[src/rtl/u_shift_if.sv]
// Bus bundle for the universal shift register: parallel/serial inputs, op select
// and the registered contents.
interface u_shift_if #(
  parameter int WIDTH = 8
);
  logic [WIDTH-1:0] a;
  logic [1:0]       sel;
  logic             bsRight;
  logic             bsLeft;
  logic [WIDTH-1:0] a_shifted;

  modport master (
    output a, sel, bsRight, bsLeft,
    input  a_shifted
  );

  modport slave (
    input  a, sel, bsRight, bsLeft,
    output a_shifted
  );
endinterface

[src/rtl/u_shift.sv]
// Universal shift register (hold / shift right / shift left / load), built from
// one 4:1 selector and one async-reset flip-flop per bit.
module mux (
  input  logic [1:0] sel,
  input  logic [3:0] d,
  output logic       out
);
  assign out = d[sel];
endmodule

module dff (
  input  logic clk,
  input  logic reset,
  input  logic d,
  output logic q
);
  always_ff @(posedge clk or posedge reset) begin
    if (reset) q <= 1'b0;
    else       q <= d;
  end
endmodule

module u_shift #(
  parameter int WIDTH = 8
) (
  input  logic       clk,
  input  logic       reset,
  u_shift_if.slave   bus
);
  logic [WIDTH-1:0] q;
  logic [WIDTH-1:0] d_next;
  logic [WIDTH-1:0] right_src;
  logic [WIDTH-1:0] left_src;

  // Neighbour taps; the serial inputs fill the bit vacated at each end.
  assign right_src = {bus.bsRight, q[WIDTH-1:1]};
  assign left_src  = {q[WIDTH-2:0], bus.bsLeft};

  for (genvar i = 0; i < WIDTH; i++) begin : g_bit
    mux u_mux (
      .sel (bus.sel),
      .d   ({bus.a[i], left_src[i], right_src[i], q[i]}),
      .out (d_next[i])
    );
    dff u_dff (
      .clk   (clk),
      .reset (reset),
      .d     (d_next[i]),
      .q     (q[i])
    );
  end

  assign bus.a_shifted = q;
endmodule

[src/flat_wrapper.sv]
// flat-port wrapper written by rule: the top's interface ports become plain ports
module u_shift_flat 
#(
  parameter int WIDTH = 8
)
  (clk, reset, bus_a, bus_sel, bus_bsRight, bus_bsLeft, bus_a_shifted);
  u_shift_if #(.WIDTH(WIDTH)) bus_i ();
  input  logic clk;
  input  logic reset;
  input wire logic [$bits(bus_i.a)-1:0] bus_a;
  input wire logic [$bits(bus_i.sel)-1:0] bus_sel;
  input wire logic [$bits(bus_i.bsRight)-1:0] bus_bsRight;
  input wire logic [$bits(bus_i.bsLeft)-1:0] bus_bsLeft;
  output wire logic [$bits(bus_i.a_shifted)-1:0] bus_a_shifted;
  assign bus_i.a = bus_a;
  assign bus_i.sel = bus_sel;
  assign bus_i.bsRight = bus_bsRight;
  assign bus_i.bsLeft = bus_bsLeft;
  assign bus_a_shifted = bus_i.a_shifted;
  u_shift #(.WIDTH(WIDTH)) u_core (.clk(clk), .reset(reset), .bus(bus_i));
endmodule
[config.mk]
export PLATFORM = sky130hd
export DESIGN_NAME = u_shift_flat
export DESIGN_NICKNAME = d
export VERILOG_FILES = /design/src/rtl/u_shift_if.sv /design/src/rtl/u_shift.sv /design/src/flat_wrapper.sv
export SDC_FILE = /design/constraint.sdc
export NUM_CORES = 1
export LEC_CHECK = 0
export BUFFER_PORTS_ARGS = -buffer_cell sky130_fd_sc_hd__buf_4
export CORE_AREA = 2 2 39 41
export DETAILED_ROUTE_END_ITERATION = 7
export DIE_AREA = 0 0 41 43
export GPL_ROUTABILITY_DRIVEN = 0
export PLACE_DENSITY_LB_ADDON = 0.2
export SYNTH_ARGS = -nofsm -noshare
export SYNTH_HDL_FRONTEND = slang
export SYNTH_HIERARCHICAL = 1
export SYNTH_SLANG_ARGS = --single-unit
[constraint.sdc]
create_clock -name clk -period 1.84 [get_ports clk]
set_input_delay 0.184 -clock clk [delete_from_list [all_inputs] [get_ports clk]]
set_output_delay 0.184 -clock clk [all_outputs]
set_load 0.05 [all_outputs]
# After elaboration in Yosys (flattened, before gate mapping)
# Cells that the tools add are included.
# op_classes
order_cmp	1
mux	16
# ops
operator	n
binary-select mux 1 bit (select 2 bit)	8
two-way mux 1 bit	8
less-than comparator 2 x 3 -> 1 bit, second input constant	1
# totals
regBits	8
inputBits	14
output_inout_bits	8
word_cells	25

# Logic depth before layout (Yosys ltp)
# Gate-level depths: netlist of run 1.
# logic_depth
ltp_word	2
mapped_depth	1
ltp_nobuf	1

# Cells and area by module
# The synthesis of run 1 kept the hierarchy.
# by_module_without_submodules
mod	instances	cells_each	area_per_inst_um2	seq_area_each_um2
dff	8	2	28.8	25.0
mux	8	1	22.5	0.0

# Worst setup path after synthesis of run 1
# OpenSTA, ideal clock, no wires.
# synth_timing
path_type	register -> register
from	reg u_core.g_bit[1].u_dff.q
to	reg u_core.g_bit[2].u_dff.q
setup_time_ns	0.139
arrival_ns	1.058
required_ns	1.701
setup_slack_ns	0.643
path_stages_with_launch	2
path_buffers	0
synth_period_minus_slack_ns	1.197
path_cell_list	dfrtp_1 -> mux4_2
# synth_between
elab_chain_len	2
# synth_rtl
item	line_no	rtl
from (decl)	u_shift.sv:15	output logic q
from (signal assigned)	u_shift.sv:18	if (reset) q <= 1'b0;
from (signal assigned)	u_shift.sv:19	else q <= d;
binary-select mux 1 bit (select 2 bit)	u_shift.sv:8	assign out = d[sel];
two-way mux 1 bit (implied by the code)	u_shift.sv:8	
net u_core.d_next[2]	u_shift.sv:31	logic [WIDTH-1:0] d_next;
to (signal assigned)	u_shift.sv:18	
to (signal assigned)	u_shift.sv:19	
to (decl)	u_shift.sv:15	
# The timed path passes the listed nets, and every way through them passes these cells. The select of a mux whose other input is x is not followed.

# Worst setup path in the final report of run 1
# layout_timing
from	reg u_core.g_bit[5].u_dff.q
to	out bus_a_shifted[5]
# layout_lines
item	line_no	rtl
from (decl)	u_shift.sv:15	
from (signal assigned)	u_shift.sv:18	
from (signal assigned)	u_shift.sv:19	
to (decl)	flat_wrapper.sv:14	output wire logic [$bits(bus_i.a_shifted)-1:0] bus_a_shifted;
# No word-level cell between the ends.

==> impl_metrics.tcl, run 1 <==
set metrics [dict create \
    outcome "complete, no violations" \
    cts_resized 0 \
    p_switching_uw 274 \
    r2r-end "u_core/g_bit[1].u_dff/q" \
    synth_cell_type_count 3 \
    combPwrFrac_pct 44.1 \
    timing.final.crit_period_ns 1.05 \
    crit_required_ns 1.66 \
    syn-cell-area_um2 410 \
    grt_max_degree 9 \
    synth.area.mux_share_pct 43.9 \
    cts_tree "yes" \
    timing.rr.start "u_core/g_bit[1].u_dff/q" \
    drt_iter0_drc 1 \
    nets 65 \
    hold_buffers 1 \
    slew_headroom_pct 90.3 \
    viasPerCell 4.92 \
    rows 14 \
    grt_pass1_wl_um 1420 \
    crit_path_max_fanout 4 \
    cts_setup_buffers 0 \
    finalSetupTns_ns 0 \
    yosys.area_share.simple_pct 0 \
    fin_skew_ns 0.000389 \
    cp_slowest_cell "dfrtp_1" \
    cp.arrival_ns 0.86 \
    overflow 0 \
    first_pass_iters 2 \
    start_util_pct 29.7 \
    clkTransAtPathRegs_ns 0.05 \
    dieArea_mm2 0.00176 \
    drc 0 \
    wire_per_inst_um 13.5 \
    holdWs_ns 0.247 \
    hold_class "in2reg" \
    crit_buf_inv 1 \
    post_route_cells_drive_above_1_share_pct 65.3 \
    reg2reg_slack_ns 0.83 \
    io_buffers 21 \
    swShare_pct 39.7 \
    synth-compound-area-share_pct 0 \
    timing.fmax_ghz 0.956 \
    synth_top_area_share_pct 48.8 \
    tightest_slew_ns 0.145 \
    synthesis.nets 38 \
    hpwl_um 682 \
    synth_top_area_cell "dfrtp_1" \
    rsz0062_at_grt "no" \
    clockBufferDepth 2 \
    synth_top_family_by_area "multiplexers" \
    drv_cap 0 \
    yosysWarnings 6 \
    clkSinkCount 8 \
    detail-route-antenna-nets 0 \
    cts_made_buffers 3 \
    synthXorXnorAreaFrac_pct 0 \
    core_area_mm2 0.00138 \
    grt_pass1_vias 346 \
    fp.dieH_um 43 \
    synth.avg_cell_area_um2 17.1 \
    antenna_found_initial 0 \
    max_stage_delay_ns 0.41 \
    power_density_mw_per_mm2 1110 \
    synthCells 24 \
    ir_worst_vdd_uv 539 \
    layout_commonest_cell "buf_4" \
    die_w_um 41 \
    timing.final.ws_setup_ns 0.794 \
    yosys.area_share.adder_pct 0 \
    drt-total-wl_um 880 \
    diodes 0 \
    p_int_uw 416 \
    seqPwrFrac_pct 36.4 \
    ys_seq_area_share_pct 48.8 \
    grt_util_all_layers_pct 12.9 \
    top_register "u_core/g_bit.u_dff/q" \
    crit_family "flip-flops" \
    top_regs "u_core/g_bit.u_dff/q: 8 flops" \
    ios 22 \
    cp-start-kind "register" \
    synthToLayoutAreaGrowth_pct 51.2 \
    largest_reg_flops 8 \
    holdCritStartpoint "bus_bsLeft" \
    finalSetupViolations 0 \
    p_clk_share_pct 19.4 \
    layout_common_cells "21 x buf_4, 8 x inv_1, 8 x dfrtp_1, 8 x mux4_2, 3 x clkbuf_4" \
    reg2reg_depth 1 \
    insertion_delay_ns 0.25 \
    slew_violations 0 \
    ys_ff_latch 8 \
    hold_violations 0 \
    path_cells "buf_4" \
    crit_type "reg2out" \
    period_share_pct 56.9 \
    htree_num_levels 1 \
    clockRootBuffer "clkbuf_4" \
    endpoint_kind "output pin" \
    place_ws_ns 0.818 \
    p_leak_nw 0.306 \
    hold-path-cell-count 2 \
    vias 320 \
    hold_path_end "u_core/g_bit[0].u_dff/q" \
    synth_area_leaders "dfrtp_1 49%, mux4_2 44%, inv_1 7.3%" \
]
## power by group through the flow
stage | registers, mW | logic [mW] | clock network (mW)
after floorplan | 0.380 | 0.0699 | 0
after global placement | 0.253 | 0.302 | 0
after detailed placement | 0.254 | 0.305 | 0
after CTS | 0.253 | 0.307 | 0.137
after global routing | 0.258 | 0.318 | 0.146
final | 0.251 | 0.304 | 0.134
## synth_stat cells
master	instances
mux4_2	8
dfrtp_1	8
inv_1	8
## kinds of logic (layout without fill, tap and decap cells)
kind of cell | after synthesis | count (layout)
mux | 8 | 8
buf+inv | 8 | 33
flops | 8 | 8
## cell type report
| cell class | count | area (um^2) |
|---|---|---|
| Clock buffer | 3 | 22.5 |
| Tap cell | 16 | 20.0 |
| Sequential cell | 8 | 200 |
| Fill cell | 137 | 763 |
| Timing Repair Buffer | 22 | 168 |
| Inverter | 8 | 30.0 |
| Multi-Input combinational cell | 8 | 180 |
## metal layers
layer	share of wire (%)	up-vias	GRT usage, %
li1	-	141	-
met1	40	154	16.3
met2	45	21	16.3
met3	12	4	6.28
met4	3.3	0	10.0
met5	0	-	0
## through the flow
step           std cells  instance area (um^2)  utilization, %  power [mW]
5_1_grt               65                   621            44.8       0.722
6_report              65                   621            44.8       0.690
3_5_place_dp          61                   588            42.5       0.559
3_3_place_gp          61                   588            42.5       0.555
2_1_floorplan         24                   410               -       0.450
4_1_cts               65                   621            44.8       0.697
## worst max-delay path by stage
stage | end | slack (ns) | from | cells past startpoint
floorplan | u_core/g_bit[2].u_dff/q | 0.64 | u_core/g_bit[1].u_dff/q | 1
global placement | u_core/g_bit[2].u_dff/q | 0.83 | bus_sel[0] | 2
global route | bus_a_shifted[3] | 0.76 | u_core/g_bit[3].u_dff/q | 1
finish | bus_a_shifted[5] | 0.79 | u_core/g_bit[5].u_dff/q | 1
detailed placement | u_core/g_bit[6].u_dff/q | 0.82 | bus_sel[0] | 2
CTS | bus_a_shifted[1] | 0.78 | u_core/g_bit[1].u_dff/q | 1
Note: power is estimated with default switching activity, not from simulation.
==> run 2: changes to the inputs <==
--- a/config.mk
+++ b/config.mk
@@ -5,10 +5,10 @@
 export SDC_FILE = /design/constraint.sdc
 export NUM_CORES = 1
 export LEC_CHECK = 0
+export ABC_AREA = 1
 export BUFFER_PORTS_ARGS = -buffer_cell sky130_fd_sc_hd__buf_4
-export CORE_AREA = 2 2 39 41
+export CORE_UTILIZATION = 43
 export DETAILED_ROUTE_END_ITERATION = 7
-export DIE_AREA = 0 0 41 43
 export GPL_ROUTABILITY_DRIVEN = 0
 export PLACE_DENSITY_LB_ADDON = 0.2
 export SYNTH_ARGS = -nofsm -noshare
==> constraint.sdc (replaced) <==
create_clock -name clk -period 0.9 [get_ports clk]
set_input_delay 0.09 -clock clk [delete_from_list [all_inputs] [get_ports clk]]
set_output_delay 0.09 -clock clk [all_outputs]
set_load 0.05 [all_outputs]
==> run 2 against run 1 <==
- the run now ends with negative setup slack left
- critical path depth is the same
- power grew 94%
- via count grew 120%
- critical path type unchanged
- largest cell class is now non-clock buffers
- highest routed layer unchanged
==> impl_metrics.tcl, run 2 <==
set metrics [dict create \
    outcome "finished, violations left" \
    failed_checks "negative setup slack" \
    cp_slowest_cell "dfrtp_2" \
    slew_violations 0 \
    fp.dieH_um 40.6 \
    synth_cell_type_count 4 \
    synth_top_area_share_pct 32.8 \
    yosysWarnings 6 \
    io_buffers 21 \
    stdcell_count 167 \
    finalSetupViolations 7 \
    htree_num_levels 1 \
    synthCells 120 \
    top_regs "u_core/g_bit.u_dff/q: 8 flops" \
    hpwl_um 919 \
    core_area_mm2 0.00135 \
    drv_cap 0 \
    rows 13 \
    drc 0 \
    async_flop_share_pct 100 \
    largest_reg_flops 8 \
    synth_top_area_cell "inv_1" \
    clkTransAtPathRegs_ns 0.05 \
    clockRootBuffer "clkbuf_4" \
    p_leak_nw 0.689 \
    insertion_delay_ns 0.25 \
    layout_common_cells "54 x inv_1, 39 x nand2_1, 17 x buf_4, 13 x nand3_1, 10 x buf_6" \
    crit_buf_inv 1 \
    rsz0062_at_grt "yes" \
    reg2reg_slack_ns 0.03 \
    nets 168 \
    grt_max_degree 25 \
    vias 716 \
    grt_util_all_layers_pct 21.6 \
    timing.rr.start "u_core/g_bit[1].u_dff/q" \
    crit_path_max_fanout 4 \
    syn-cell-area_um2 641 \
    grt_pass1_vias 608 \
    dp.cells 156 \
    yosysMostFrequentCell "inv_1" \
    cts_tree "yes" \
    power_density_mw_per_mm2 1380 \
    timing.final.crit_period_ns 0.917 \
    hold_path_end "u_core/g_bit[0].u_dff/q" \
    reg2reg_depth 5 \
    synth.avg_cell_area_um2 5.34 \
    diodes 0 \
    clkSinkCount 8 \
    synthTopCellsByCount "56 x inv_1, 40 x nand2_1, 16 x nand3_1" \
    wire_per_inst_um 8.60 \
    top_register "u_core/g_bit.u_dff/q" \
    max_stage_delay_ns 0.42 \
    start_util_pct 47.5 \
    tightest_slew_ns 0.232 \
    ys_ff_latch 8 \
    cp-start-kind "register" \
    layout_commonest_cell "inv_1" \
    crit_family "flip-flops" \
    synth_area_leaders "inv_1 33%, dfrtp_1 31%, nand2_1 23%" \
    detail-route-antenna-nets 0 \
    ys.flop_type "dfrtp_1" \
    die_w_um 40.6 \
    grt_pass1_wl_um 2320 \
    nFillCells 131 \
    ys_seq_area_share_pct 31.3 \
    synthToLayoutAreaGrowth_pct 52.1 \
    post_route_cells_drive_above_1_share_pct 29.6 \
    r2r-end "u_core/g_bit[2].u_dff/q" \
    slew_headroom_pct 84.5 \
    drt-total-wl_um 1440 \
    viasPerCell 4.29 \
    hold-path-cell-count 5 \
    ios 22 \
    final_util_pct 72.2 \
    ff_latch_area_um2 210 \
    holdCritStartpoint "bus_bsLeft" \
    clockBufferDepth 2 \
    drt_iter0_drc 8 \
    timing.final.ws_setup_ns -0.0173 \
    dieArea_mm2 0.00165 \
    hold_violations 0 \
    timing.fmax_ghz 1.09 \
    crit_type "reg2out" \
    multiInputGateArea_um2 248 \
    cts_made_buffers 3 \
    ir_worst_vdd_uv 765 \
    cp.arrival_ns 0.83 \
    period_share_pct 102 \
    path_cells "buf_6" \
    endpoint_kind "output pin" \
    hold_class "in2reg" \
    overflow 0 \
    synth_edf_count 0 \
    synthesis.nets 134 \
    crit_required_ns 0.81 \
    fin_skew_ns 0.00377 \
    first_pass_iters 4 \
    antenna_found_initial 0 \
]
[run 2: routing by layer]
metal / routed length, um / vias to the layer above / track usage, %
li1: - / 387 / -
met1: 625 / 310 / 22.1
met2: 750 / 17 / 41.7
met3: 51 / 2 / 3.33
met4: 8 / 0 / 10.0
met5: 0 / - / 0
[run 2: stage by stage]
stage	cell area (um^2)	setup TNS (ns)	setup slack, ns	power [mW]	hold slack, ns
final	975	-0.0912	-0.0173	1.34	0.144
after global routing	975	-0.388	-0.0429	1.43	0.173
after CTS	946	-0.0863	-0.0256	1.32	0.140
after detailed placement	827	0	0.134	0.942	-0.0142
after global placement	827	0	0.150	0.934	-0.0177
after floorplan	651	0	0.0507	0.772	-0.181
[run 2: logic make-up after synthesis]
group,after synthesis,synth area share [%]
AND/OR/NAND/NOR,56,35.9
flip-flops,8,31.2
buffers and inverters,56,32.8
[run 2: timing repair]
action / in CTS / in global routing
pin swaps: 0 / 6
setup endpoints to repair: 8 / 16
setup buffers: 7 / 0
hold buffers: 1 / 0
gates resized for setup: 9 / 9
endpoints found under the hold margin: 8 / 0
[run 2: cell type report]
class / instances / share of cell area (%)
inverters: 56 / 21.6
repair buffers: 29 / 27.2
clock buffers: 3 / 2.31
flip-flops and latches: 8 / 21.6
well taps: 15 / 1.93
multi-input cells: 56 / 25.4
[run 2: worst max-delay path by stage]
stage                            start                 endpoint  slack (ns)  cells after the start
4_1_cts        u_core/g_bit[6].u_dff/q         bus_a_shifted[6]       -0.03                      1
3_3_place_gp   u_core/g_bit[5].u_dff/q  u_core/g_bit[4].u_dff/q        0.15                      4
2_1_floorplan  u_core/g_bit[1].u_dff/q  u_core/g_bit[0].u_dff/q        0.05                      4
5_1_grt        u_core/g_bit[6].u_dff/q         bus_a_shifted[6]       -0.04                      1
3_5_place_dp   u_core/g_bit[5].u_dff/q  u_core/g_bit[4].u_dff/q        0.13                      4
6_report       u_core/g_bit[6].u_dff/q         bus_a_shifted[6]       -0.02                      1
[run 2: power breakdown]
group	internal (mW)	total, mW	switching [mW]
sequential	0.413	0.455	0.0429
combinational	0.261	0.614	0.353
clock	0.152	0.272	0.119
